--- src/rtl/obstacle_scroller.sv ---
// Scrolling obstacle field: two mountains and one lava blob, with run/halt control,
// LFSR respawn heights and a saturating score. Optional macro: OBSTACLE_SCROLLER_SPEEDUP_EN.
module obstacle_scroller #(
    parameter int SCREEN_W  = 160,
    parameter int SPACING   = 80,
    parameter int SPEED     = 1,
    parameter int MTN_MIN_Y = 40,
    parameter int LAVA_Y    = 100
) (
    input  logic       clock,
    input  logic       resetn,
    input  logic       frame_tick,
    input  logic       start,
    input  logic       game_over,
    output logic [9:0] mountain1_x,
    output logic [9:0] mountain1_y,
    output logic [9:0] mountain2_x,
    output logic [9:0] mountain2_y,
    output logic [9:0] lava_x,
    output logic [7:0] score,
    output logic       running
);

    // state | meaning
    // IDLE  | field parked at reset positions, waiting for start
    // RUN   | field advances on each frame tick
    // HALT  | frozen after game_over, waiting for start to re-arm
    localparam logic [1:0] IDLE = 2'd0;
    localparam logic [1:0] RUN  = 2'd1;
    localparam logic [1:0] HALT = 2'd2;

    localparam logic [9:0] X_RESP   = 10'(SCREEN_W - 1);
    localparam logic [9:0] M2_X0    = 10'(SCREEN_W - 1 - SPACING);
    localparam logic [9:0] LAVA_X0  = 10'(SCREEN_W - 1 - SPACING / 2);
    localparam logic [9:0] Y_BASE   = 10'(MTN_MIN_Y);
    localparam logic [9:0] Y0       = 10'(MTN_MIN_Y + 63);
    localparam logic [9:0] LFSR0    = 10'h2A5;

    if (SCREEN_W > 1023 || LAVA_Y > 1023) begin : g_bad_cfg
        $error("obstacle_scroller: coordinates must fit in 10 bits");
    end

    logic [1:0] state;
    logic [9:0] lfsr;
    logic [9:0] speed;

`ifdef OBSTACLE_SCROLLER_SPEEDUP_EN
    logic [1:0] boost;
    always_comb begin
        boost = score[5:4];
        if (score[7:6] != 2'b00) boost = 2'd3;
        speed = 10'(SPEED) + {8'd0, boost};
    end
`else
    always_comb speed = 10'(SPEED);
`endif

    logic       m1_resp, m2_resp, lava_resp;
    logic [9:0] m1_x_next, m2_x_next, lava_x_next;
    logic [9:0] m1_y_new, m2_y_new;
    logic [8:0] score_sum;
    logic [7:0] score_next;
    logic [9:0] lfsr_next;

    always_comb begin
        m1_resp     = mountain1_x < speed;
        m2_resp     = mountain2_x < speed;
        lava_resp   = lava_x < speed;
        m1_x_next   = m1_resp   ? X_RESP : mountain1_x - speed;
        m2_x_next   = m2_resp   ? X_RESP : mountain2_x - speed;
        lava_x_next = lava_resp ? X_RESP : lava_x - speed;
        // heights come from the LFSR value before this tick's advance
        m1_y_new    = Y_BASE + {4'd0, lfsr[5:0]};
        m2_y_new    = Y_BASE + {4'd0, lfsr[9:4]};
        score_sum   = {1'b0, score} + {8'd0, m1_resp} + {8'd0, m2_resp};
        score_next  = score_sum[8] ? 8'hFF : score_sum[7:0];
        lfsr_next   = {lfsr[8:0], lfsr[9] ^ lfsr[6]};
    end

    always_ff @(posedge clock or negedge resetn) begin
        if (!resetn) begin
            state       <= IDLE;
            running     <= 1'b0;
            lfsr        <= LFSR0;
            mountain1_x <= X_RESP;
            mountain2_x <= M2_X0;
            lava_x      <= LAVA_X0;
            mountain1_y <= Y0;
            mountain2_y <= Y0;
            score       <= 8'd0;
        end else begin
            case (state)
                IDLE: begin
                    if (start) begin
                        state   <= RUN;
                        running <= 1'b1;
                    end
                end
                RUN: begin
                    // a simultaneous game_over wins over the frame tick
                    if (game_over) begin
                        state   <= HALT;
                        running <= 1'b0;
                    end else if (frame_tick) begin
                        mountain1_x <= m1_x_next;
                        mountain2_x <= m2_x_next;
                        lava_x      <= lava_x_next;
                        if (m1_resp) mountain1_y <= m1_y_new;
                        if (m2_resp) mountain2_y <= m2_y_new;
                        score       <= score_next;
                        lfsr        <= lfsr_next;
                    end
                end
                HALT: begin
                    if (start) begin
                        state       <= IDLE;
                        mountain1_x <= X_RESP;
                        mountain2_x <= M2_X0;
                        lava_x      <= LAVA_X0;
                        mountain1_y <= Y0;
                        mountain2_y <= Y0;
                        score       <= 8'd0;
                    end
                end
                default: begin
                    state   <= IDLE;
                    running <= 1'b0;
                end
            endcase
        end
    end

endmodule

--- config.mk ---
export PLATFORM = sky130hd
export DESIGN_NAME = obstacle_scroller
export DESIGN_NICKNAME = d
export VERILOG_FILES = /design/src/rtl/obstacle_scroller.sv
export SDC_FILE = /design/constraint.sdc
export NUM_CORES = 1
export LEC_CHECK = 0
export ABC_AREA = 1
export CAP_MARGIN = 20
export CORE_UTILIZATION = 57
export CTS_CLUSTER_SIZE = 30
export DETAILED_ROUTE_END_ITERATION = 10
export GPL_ROUTABILITY_DRIVEN = 0
export GPL_TIMING_DRIVEN = 0
export PLACE_DENSITY = 0.84
export SETUP_SLACK_MARGIN = 0.05
export SYNTH_ARGS = -nofsm -noshare
export SYNTH_HDL_FRONTEND = slang
export SYNTH_SLANG_ARGS = --single-unit
--- constraint.sdc ---
create_clock -name clock -period 3.15 [get_ports clock]
set_input_delay 0.63 -clock clock [delete_from_list [all_inputs] [get_ports clock]]
set_output_delay 0.63 -clock clock [all_outputs]
set_load 0.005 [all_outputs]
==> results of run 1 <==
## final timing paths
kind	start	to	slack, ns
worst min-delay path	resetn	score[4]$_DFFE_PN0P_	0.36
worst min register to register	mountain2_y[1]$_DFFE_PN1P_	mountain2_y[1]$_DFFE_PN1P_	0.47
worst max-delay path	mountain2_x[0]$_DFFE_PN1P_	score[3]$_DFFE_PN0P_	0.61
max in group asynchronous	resetn	lfsr[1]$_DFFE_PN0P_	2.24
worst max register to register	mountain2_x[0]$_DFFE_PN1P_	score[3]$_DFFE_PN0P_	0.61
min in group clock	mountain2_y[1]$_DFFE_PN1P_	mountain2_y[1]$_DFFE_PN1P_	0.47
## layer usage
layer	part of all wire	wire length (um)	vias up	global-route usage
met2	0.47	4398	156	0.5025
met5	0	0	-	0
li1	-	-	1677	-
met3	0.058	536	31	0.04556
met4	0.027	247	0	0.1589
met1	0.44	4093	1659	0.3983
## synthesized netlist by cell type (2+ instances only)
cell	count	area share
ha_1	5	0.017
dfstp_2	32	0.23
nor3_1	4	0.0056
o21ai_0	32	0.044
dfrtp_1	33	0.23
nand3b_1	5	0.010
nand4_1	3	0.0052
inv_2	2	0.0021
clkbuf_1	2	0.0021
nand3_1	40	0.056
o21bai_1	2	0.0042
o21ai_1	2	0.0028
nor2_1	56	0.058
buf_4	7	0.015
inv_1	56	0.058
buf_6	5	0.016
buf_2	3	0.0042
a21oi_1	14	0.019
nand2_1	171	0.18
nand2_2	5	0.0087
## kinds of logic after synthesis
| family | count (synthesis) | share of synthesized area |
|---|---|---|
| xor+xnor | 2 | 0.004862 |
| flops | 65 | 0.4625 |
| fa+ha+maj | 6 | 0.02292 |
| simple gates | 288 | 0.3316 |
| buf+inv | 76 | 0.09791 |
| other cells | 1 | 0.001041 |
| compound gates | 54 | 0.07917 |
## state kept, by name (all words and copies together), names as in the netlist
signal       flops
mountain1_x     10
lfsr            10
mountain2_y      7
state            2
running          1
lava_x          10
mountain1_y      7
mountain2_x     10
score            8
## through the flow
step,hold slack (ns),std cells
detailed placement,0.4580,629
floorplan,0.3344,497
finish,0.3554,645
CTS,0.4030,645
global placement,0.4509,629
global route,0.4324,645
## report_power, final
group	switching, mW	total (mW)	leakage, nW	internal (mW)
Clock	0.326	0.778	0.113	0.451
Combinational	0.853	1.54	1.35	0.686
Sequential	0.243	1.45	0.783	1.21
Total	1.42	3.77	2.24	2.35
## final cells by class
type	count	area, um2
clock inverter	2	35.03
buffer	17	131.4
tap	75	93.84
clock buffer	14	182.7
inverter	59	221.5
fill	465	1524
multi-input combinational	356	1603
timing repair buffer	57	568.0
sequential	65	1667
==> results.yml, run 1 <==
run_status:
  status: "complete, no violations"
critical_path:
  worstPathMaxFanout: 5
  worst_setup_path_start_kind: "register"
  cp.required_ns: 3.42
  cpPeakStageDelay_ns: 0.38
  end_kind: "register"
  arrival_ns: 2.82
  cp_num_buf_inv: 1
  cpMostUsedCell: "nand2_1"
  crit_slowest_cell: "dfstp_2"
  cp.depth: 13
  cpLargestDelayFamily: "simple AND/OR/NAND/NOR gates"
  reg2reg_depth: 13
  path_class: "register to register"
  worstPathCellList: "inv_1 -> ha_1 -> nand2_1 -> nor2_1 -> nand2_1 -> nor2_1 -> fa_1 -> nand3_1 -> nor2_1 -> nand2_1 -> o21ai_0 -> nand2_1 -> o21ai_0"
global_route:
  antenna_found_initial: 0
  grt_usage: 0.3086
  grt_max_degree: 66
  grt_pass1_vias: 3282
  overflow: 0
  grt_pass1_wl_um: 15300
power_and_ir_drop:
  vdd_drop_max_uv: 500.5
  powerDensity_nw_per_um2: 837.4
  total_power_mw: 3.770
  leakage_nw: 2.243
placed_design:
  io_buffers: 57
  placed_area_um2: 4284
  dpl.hpwl_um: 6258
  post-place-ws_ns: 0.6360
timing:
  rsz0062_at_grt: "false"
  tightest_slew_ns: 0.8192
  drv_slew: 0
  fmax_mhz: 393.1
  finalCritPeriodShare: 0.8076
  hold_violations: 0
  slew_headroom: 0.4539
  setup_slack_ns: 0.6061
  skew_ns: 0.007766
  setup_viol: 0
  setup-tns-final_ns: 0
  period_minus_slack_ns: 2.544
drt:
  finalWirelength_um: 9275
  vias_per_cell: 5.462
  drc_errors: 0
  dr.first_iter.drc_count: 245
  vias: 3523
  firstDrtPassIters: 5
  ant_nets: 0
  wl_per_cell_um: 14.38
clock_tree:
  cts_resized: 0
  post_cts_buffers: 0
  cts_tree: "done"
  clock_latency_ns: 0.35
  htreeDepth: 3
  clock_sinks: 65
  ctsLongestPathBuffers: 2
  path_clk_slew_ns: 0.08
  cts_hold_buf: 0
  ctsRootBufferMaster: "clkbuf_8"
  numCtsBuffers: 9
job:
  cap_violations: 0
finish:
  areaGrowthSynthToFinish_pct: 24.93
  nNetsFinal: 576
  antenna_cells: 0
  design_area_um2: 4502
  final_util: 0.7471
  most-common-layout-cells: "171 x nand2_1, 56 x inv_1, 56 x nor2_1, 56 x clkdlybuf4s50_1, 40 x nand3_1"
  final_common_cell: "nand2_1"
  drive_gt1_frac: 0.1298
synth:
  syn-cell-area_um2: 3603
  ys.flop_type: "dfrtp_1"
  yosysWarnings: 0
  ys_seq_area_frac: 0.4625
  synth-edff-count: 0
  synthCells: 492
  ys_async_sr_fraction: 1.000
  yosys_register_bits: 65
  syn_avg_cell_area_um2: 7.324
  synthDistinctLibCells: 33
floorplanning:
  dieArea_um2: 6644
  row_count: 28
  fp.dieH_um: 81.51
  die_w_um: 81.51
  io_pins: 64
  start_util: 0.5980
  coreArea_um2: 6026
min_path:
  hp-class: "input pin to asynchronous set/reset pin"
Note: power is estimated with default switching activity, not from simulation.
==> inputs of run 2 (changes only) <==
--- a/config.mk
+++ b/config.mk
@@ -7,12 +7,12 @@
 export LEC_CHECK = 0
 export ABC_AREA = 1
 export CAP_MARGIN = 20
-export CORE_UTILIZATION = 57
+export CORE_UTILIZATION = 48
 export CTS_CLUSTER_SIZE = 30
 export DETAILED_ROUTE_END_ITERATION = 10
 export GPL_ROUTABILITY_DRIVEN = 0
 export GPL_TIMING_DRIVEN = 0
-export PLACE_DENSITY = 0.84
+export PLACE_DENSITY = 0.76
 export SETUP_SLACK_MARGIN = 0.05
 export SYNTH_ARGS = -nofsm -noshare
 export SYNTH_HDL_FRONTEND = slang
==> constraint.sdc (replaced) <==
create_clock -name clock -period 2.1 [get_ports clock]
set_input_delay 0.42 -clock clock [delete_from_list [all_inputs] [get_ports clock]]
set_output_delay 0.42 -clock clock [all_outputs]
set_load 0.005 [all_outputs]
==> results.yml, run 2 (synthesized netlist as in run 1, its figures left out) <==
finish:
  final-seq-area_um2: 1667
  final_common_cell: "nand2_1"
  most-common-layout-cells: "166 x nand2_1, 56 x clkdlybuf4s50_1, 52 x nor2_1, 52 x inv_1, 37 x nand3_1"
  fill_cells: 635
  areaGrowthSynthToFinish_pct: 29.90
  multi_input_area_um2: 1719
  antenna_cells: 0
  drive_gt1_frac: 0.1785
  design_area_um2: 4681
  nNetsFinal: 583
drt:
  ant_nets: 0
  firstDrtPassIters: 5
  wl_per_cell_um: 13.56
  finalWirelength_um: 9168
  vias_per_cell: 5.098
  vias: 3446
  dr.first_iter.drc_count: 304
  drc_errors: 0
critical_path:
  cp_num_buf_inv: 1
  cp.required_ns: 2.34
  r2r-start: "mountain2_x[0]$_DFFE_PN1P_"
  cpLargestDelayFamily: "simple AND/OR/NAND/NOR gates"
  crit_path_start: "mountain2_x[0]$_DFFE_PN1P_"
  worst_setup_path_start_kind: "register"
  worstPathCellList: "inv_4 -> ha_4 -> nand2_2 -> nor2_1 -> nand2_1 -> nor2_4 -> fa_2 -> nand3_4 -> nor2_4 -> nand2_4 -> nand3_2 -> nand2_2 -> o21ai_2"
  path_class: "register to register"
  arrival_ns: 2.28
  end_kind: "register"
  crit_slowest_cell: "dfstp_2"
  cpPeakStageDelay_ns: 0.56
  worstPathMaxFanout: 5
power_and_ir_drop:
  p_comb_frac: 0.420
  p_switching_mw: 2.165
  powerDensity_nw_per_um2: 1204
  leakage_nw: 2.297
  intPower_mw: 3.473
  vdd_drop_max_uv: 596.7
  switching_share: 0.3840
  p_seq_frac: 0.390
  clockPowerShare: 0.190
floorplanning:
  die_w_um: 88.65
  io_pins: 64
  row_count: 31
  start_util: 0.4968
  fp.dieH_um: 88.65
  coreArea_um2: 7253
  dieArea_um2: 7858
global_route:
  grt_max_degree: 66
  antenna_found_initial: 0
  grt_usage: 0.2494
  grt_pass1_vias: 3162
  grt_pass1_wl_um: 14800
  overflow: 0
timing:
  period_minus_slack_ns: 2.040
  rsz0062_at_grt: "true"
  hold_violations: 0
  fmax_mhz: 490.2
  tightest_slew_ns: 0.8193
  slew_headroom: 0.4538
  skew_ns: 0.007861
  setup_viol: 0
  drv_slew: 0
  finalCritPeriodShare: 0.9715
  timing.hold.ws_ns: 0.1437
  setup-tns-final_ns: 0
clock_tree:
  cts_tree: "done"
  path_clk_slew_ns: 0.08
  clock_latency_ns: 0.35
  clock_sinks: 65
  ctsRootBufferMaster: "clkbuf_8"
  numCtsBuffers: 9
  htreeDepth: 3
  ctsLongestPathBuffers: 2
  cts_hold_buf: 0
min_path:
  hp-class: "input pin to asynchronous set/reset pin"
placed_design:
  io_buffers: 57
  dpl.hpwl_um: 6362
  placed_area_um2: 4322
job:
  cap_violations: 0
run_status:
  status: "complete, no violations"
==> run 2: cell types whose count changed in the layout (fill, tap and decap cells not counted), sizes merged <==
cell	previous run	this run
buf	16	23
clkinv	2	5
clkinvlp	0	1
clkbuf	16	12
==> run 2: metrics by stage <==
stage               worst slack, ns  power (mW)  utilization  cells
floorplan                   0.06130       3.400            -    497
detailed placement          -0.3871       4.444       0.5958    653
global route               -0.05085       6.067       0.6453    676
finish                      0.05992       5.637       0.6453    676
global placement             -1.515       4.371       0.5962    653
CTS                         0.04665       5.583       0.6360    674
==> run 2: layout make-up <==
class / instances / area share
multi-input cells: 356 / 0.3673
inverters: 59 / 0.04785
clock inverters: 6 / 0.01230
well taps: 99 / 0.02646
plain buffers: 17 / 0.02807
repair buffers: 64 / 0.1326
clock buffers: 10 / 0.02940
flip-flops and latches: 65 / 0.3561
==> run 2: power groups by stage <==
stage | clock network [mW] | registers, mW | logic [mW]
floorplan | 0 | 2.15 | 1.25
global placement | 0 | 2.19 | 2.18
detailed placement | 0 | 2.20 | 2.25
CTS | 1.08 | 2.18 | 2.32
global route | 1.15 | 2.25 | 2.67
finish | 1.07 | 2.20 | 2.37
==> run 2: worst paths after layout <==
kind,to,slack (ns),cells after the start
setup / recovery,score[5]$_DFFE_PN0P_,0.06,13
hold / removal,mountain2_x[8]$_DFFE_PN0P_,0.14,1
setup reg to reg,score[5]$_DFFE_PN0P_,0.06,13
hold reg to reg,mountain1_y[2]$_DFFE_PN1P_,0.46,2
max in group asynchronous,mountain2_x[4]$_DFFE_PN0P_,1.39,1
min in group clock,mountain1_y[2]$_DFFE_PN1P_,0.46,2
==> run 2: routing by layer <==
metal / up-vias / wire (um) / track usage
met5: - / 0 / 0
met4: 0 / 215 / 0.1100
met3: 22 / 495 / 0.04757
met2: 119 / 4365 / 0.3937
met1: 1609 / 4091 / 0.3349
li1: 1696 / - / -
==> run 2: what timing repair did <==
| item | CTS | global route |
|---|---|---|
| pin swaps | 6 | 8 |
| endpoints found under the setup margin | 8 | 8 |
| resized for setup | 21 | 16 |
| buffers inserted | 5 | 2 |
==> inputs of run 3 (changes only) <==
--- a/config.mk
+++ b/config.mk
@@ -7,12 +7,15 @@
 export LEC_CHECK = 0
 export ABC_AREA = 1
 export CAP_MARGIN = 20
-export CORE_UTILIZATION = 48
+export CELL_PAD_IN_SITES_DETAIL_PLACEMENT = 0
+export CELL_PAD_IN_SITES_GLOBAL_PLACEMENT = 1
+export CORE_UTILIZATION = 41
 export CTS_CLUSTER_SIZE = 30
 export DETAILED_ROUTE_END_ITERATION = 10
 export GPL_ROUTABILITY_DRIVEN = 0
 export GPL_TIMING_DRIVEN = 0
-export PLACE_DENSITY = 0.76
+export PLACE_DENSITY = 0.84
+export RECOVER_POWER = 100
 export SETUP_SLACK_MARGIN = 0.05
 export SYNTH_ARGS = -nofsm -noshare
 export SYNTH_HDL_FRONTEND = slang
==> constraint.sdc (replaced) <==
create_clock -name clock -period 2.55 [get_ports clock]
set_input_delay 0.51 -clock clock [delete_from_list [all_inputs] [get_ports clock]]
set_output_delay 0.51 -clock clock [all_outputs]
set_load 0.005 [all_outputs]
==> results.yml, run 3 (synthesized netlist as in run 1, its figures left out) <==
run_status:
  status: "complete, but fails checks"
  failed_checks: "max-capacitance violations, max-slew violations"
global_route:
  grt_usage: 0.2206
  grt_pass1_vias: 3141
  grt_max_degree: 66
  antenna_found_initial: 0
  grt_pass1_wl_um: 15170
  overflow: 0
critical_path:
  reg2reg_to: "score[3]$_DFFE_PN0P_"
  worst_setup_path_start_kind: "input pin"
  cpPeakStageDelay_ns: 0.57
  worstPathMaxFanout: 10
  cpLargestDelayFamily: "simple AND/OR/NAND/NOR gates"
  end_kind: "register"
  arrival_ns: 2.59
  crit_slowest_cell: "dlygate4sd3_1"
  path_class: "input pin to register"
  worstPathCellList: "dlygate4sd3_1 -> nor2_1 -> nand2_1 -> nand2_1 -> nand2_1 -> buf_2 -> nand2_1 -> o21ai_0"
  r2r-start: "mountain2_x[0]$_DFFE_PN1P_"
  cpMostUsedCell: "nand2_1"
  cp_num_buf_inv: 2
  reg2reg_depth: 13
  reg2reg_slack_ns: 0.24
  cp.required_ns: 2.76
drt:
  drc_errors: 0
  wl_per_cell_um: 13.54
  vias_per_cell: 4.842
  finalWirelength_um: 9152
  firstDrtPassIters: 4
  vias: 3273
  dr.first_iter.drc_count: 148
  ant_nets: 0
clock_tree:
  clock_sinks: 65
  numCtsBuffers: 9
  cts_tree: "done"
  htreeDepth: 3
  path_clk_slew_ns: 0.07
  ctsLongestPathBuffers: 2
  clock_latency_ns: 0.34
  ctsRootBufferMaster: "clkbuf_8"
timing:
  setup_slack_ns: 0.1699
  finalCritPeriodShare: 0.9334
  hold_violations: 0
  tightest_slew_ns: 1.626
  fmax_mhz: 420.2
  period_minus_slack_ns: 2.380
  setup_viol: 0
  skew_ns: 0.005422
  drv_slew: 66
  rsz0062_at_grt: "false"
  slew_headroom: -0.08398
  setup-tns-final_ns: 0
placed_design:
  placed_area_um2: 4322
  placedCellCount: 659
  dpl.hpwl_um: 6446
  post-place-ws_ns: -0.03651
  io_buffers: 57
floorplanning:
  fp.dieH_um: 95.75
  row_count: 33
  start_util: 0.4320
  die_w_um: 95.75
  dieArea_um2: 9168
  io_pins: 64
  coreArea_um2: 8341
finish:
  fill_cells: 818
  final_util: 0.5408
  design_area_um2: 4511
  most-common-layout-cells: "176 x nand2_1, 57 x inv_1, 53 x nor2_1"
  drive_gt1_frac: 0.1068
  finalNonFillerCells: 676
  nNetsFinal: 577
  final_common_cell: "nand2_1"
  areaGrowthSynthToFinish_pct: 25.17
  antenna_cells: 0
min_path:
  hold_start: "mountain1_y[3]$_DFFE_PN0P_"
  holdPathEnd: "mountain1_y[3]$_DFFE_PN0P_"
  hp-class: "register to register"
  hold-path-cell-count: 2
power_and_ir_drop:
  vdd_drop_max_uv: 526.3
  leakage_nw: 2.297
  powerDensity_nw_per_um2: 978.4
job:
  cap_violations: 1
run 3: how the worst max path moves through the flow:
stage                                           from                         end  slack (ns)  depth (start not counted)
after floorplan           mountain2_x[0]$_DFFE_PN1P_        score[3]$_DFFE_PN0P_        0.40                         13
after global placement                        resetn  mountain2_x[5]$_DFFE_PN0P_       -1.28                          1
after detailed placement  mountain2_x[0]$_DFFE_PN1P_        score[6]$_DFFE_PN0P_       -0.04                         12
after CTS                 mountain2_x[0]$_DFFE_PN1P_        score[6]$_DFFE_PN0P_        0.08                         12
after global routing      mountain2_x[0]$_DFFE_PN1P_        score[3]$_DFFE_PN0P_        0.03                         13
final                                      game_over        score[0]$_DFFE_PN0P_        0.17                          8
run 3: cell type report:
class	instances	area, um2	area share
sequential	65	1667	0.3695
multi-input combinational	356	1617	0.3584
inverter	59	221.5	0.04910
clock buffer	14	172.7	0.03828
buffer	17	93.84	0.02080
tap	105	131.4	0.02913
clock inverter	2	35.03	0.007767
timing repair buffer	58	573.1	0.1270
run 3: what timing repair did:
item	4_1_cts	5_1_grt
gates resized for setup	2	6
pin swaps	0	1
buffers inserted	0	1
endpoints found under the hold margin	0	0
hold buffers	0	0
endpoints found under the setup margin	7	8
run 3: per-layer routing:
metal | GRT usage | routed length, um | vias to the layer above
met4 | 0.04478 | 94 | 0
met2 | 0.3655 | 4183 | 64
met3 | 0.05450 | 327 | 7
met1 | 0.2938 | 4547 | 1525
li1 | - | - | 1677
met5 | 0 | 0 | -
run 3: worst min-delay path, cell delays in order, from the launching register on:
cell	delay, ns
dfrtp_1	0.34
nand2_1	0.05
nand2_1	0.04
run 3: report_power, final:
| part | internal [mW] | leakage [nW] | switching (mW) | total (mW) |
|---|---|---|---|---|
| registers | 1.48 | 0.775 | 0.283 | 1.76 |
| clock network | 0.532 | 0.107 | 0.394 | 0.926 |
| logic | 0.719 | 1.42 | 1.01 | 1.73 |
| total | 2.73 | 2.30 | 1.69 | 4.41 |
run 3: per-stage QoR:
step                total power, mW  hold slack (ns)
floorplan                     2.799           0.2144
global placement              3.636           0.4534
global route                  4.781           0.4875
CTS                           4.628           0.2884
finish                        4.413           0.4647
detailed placement            3.670           0.4553
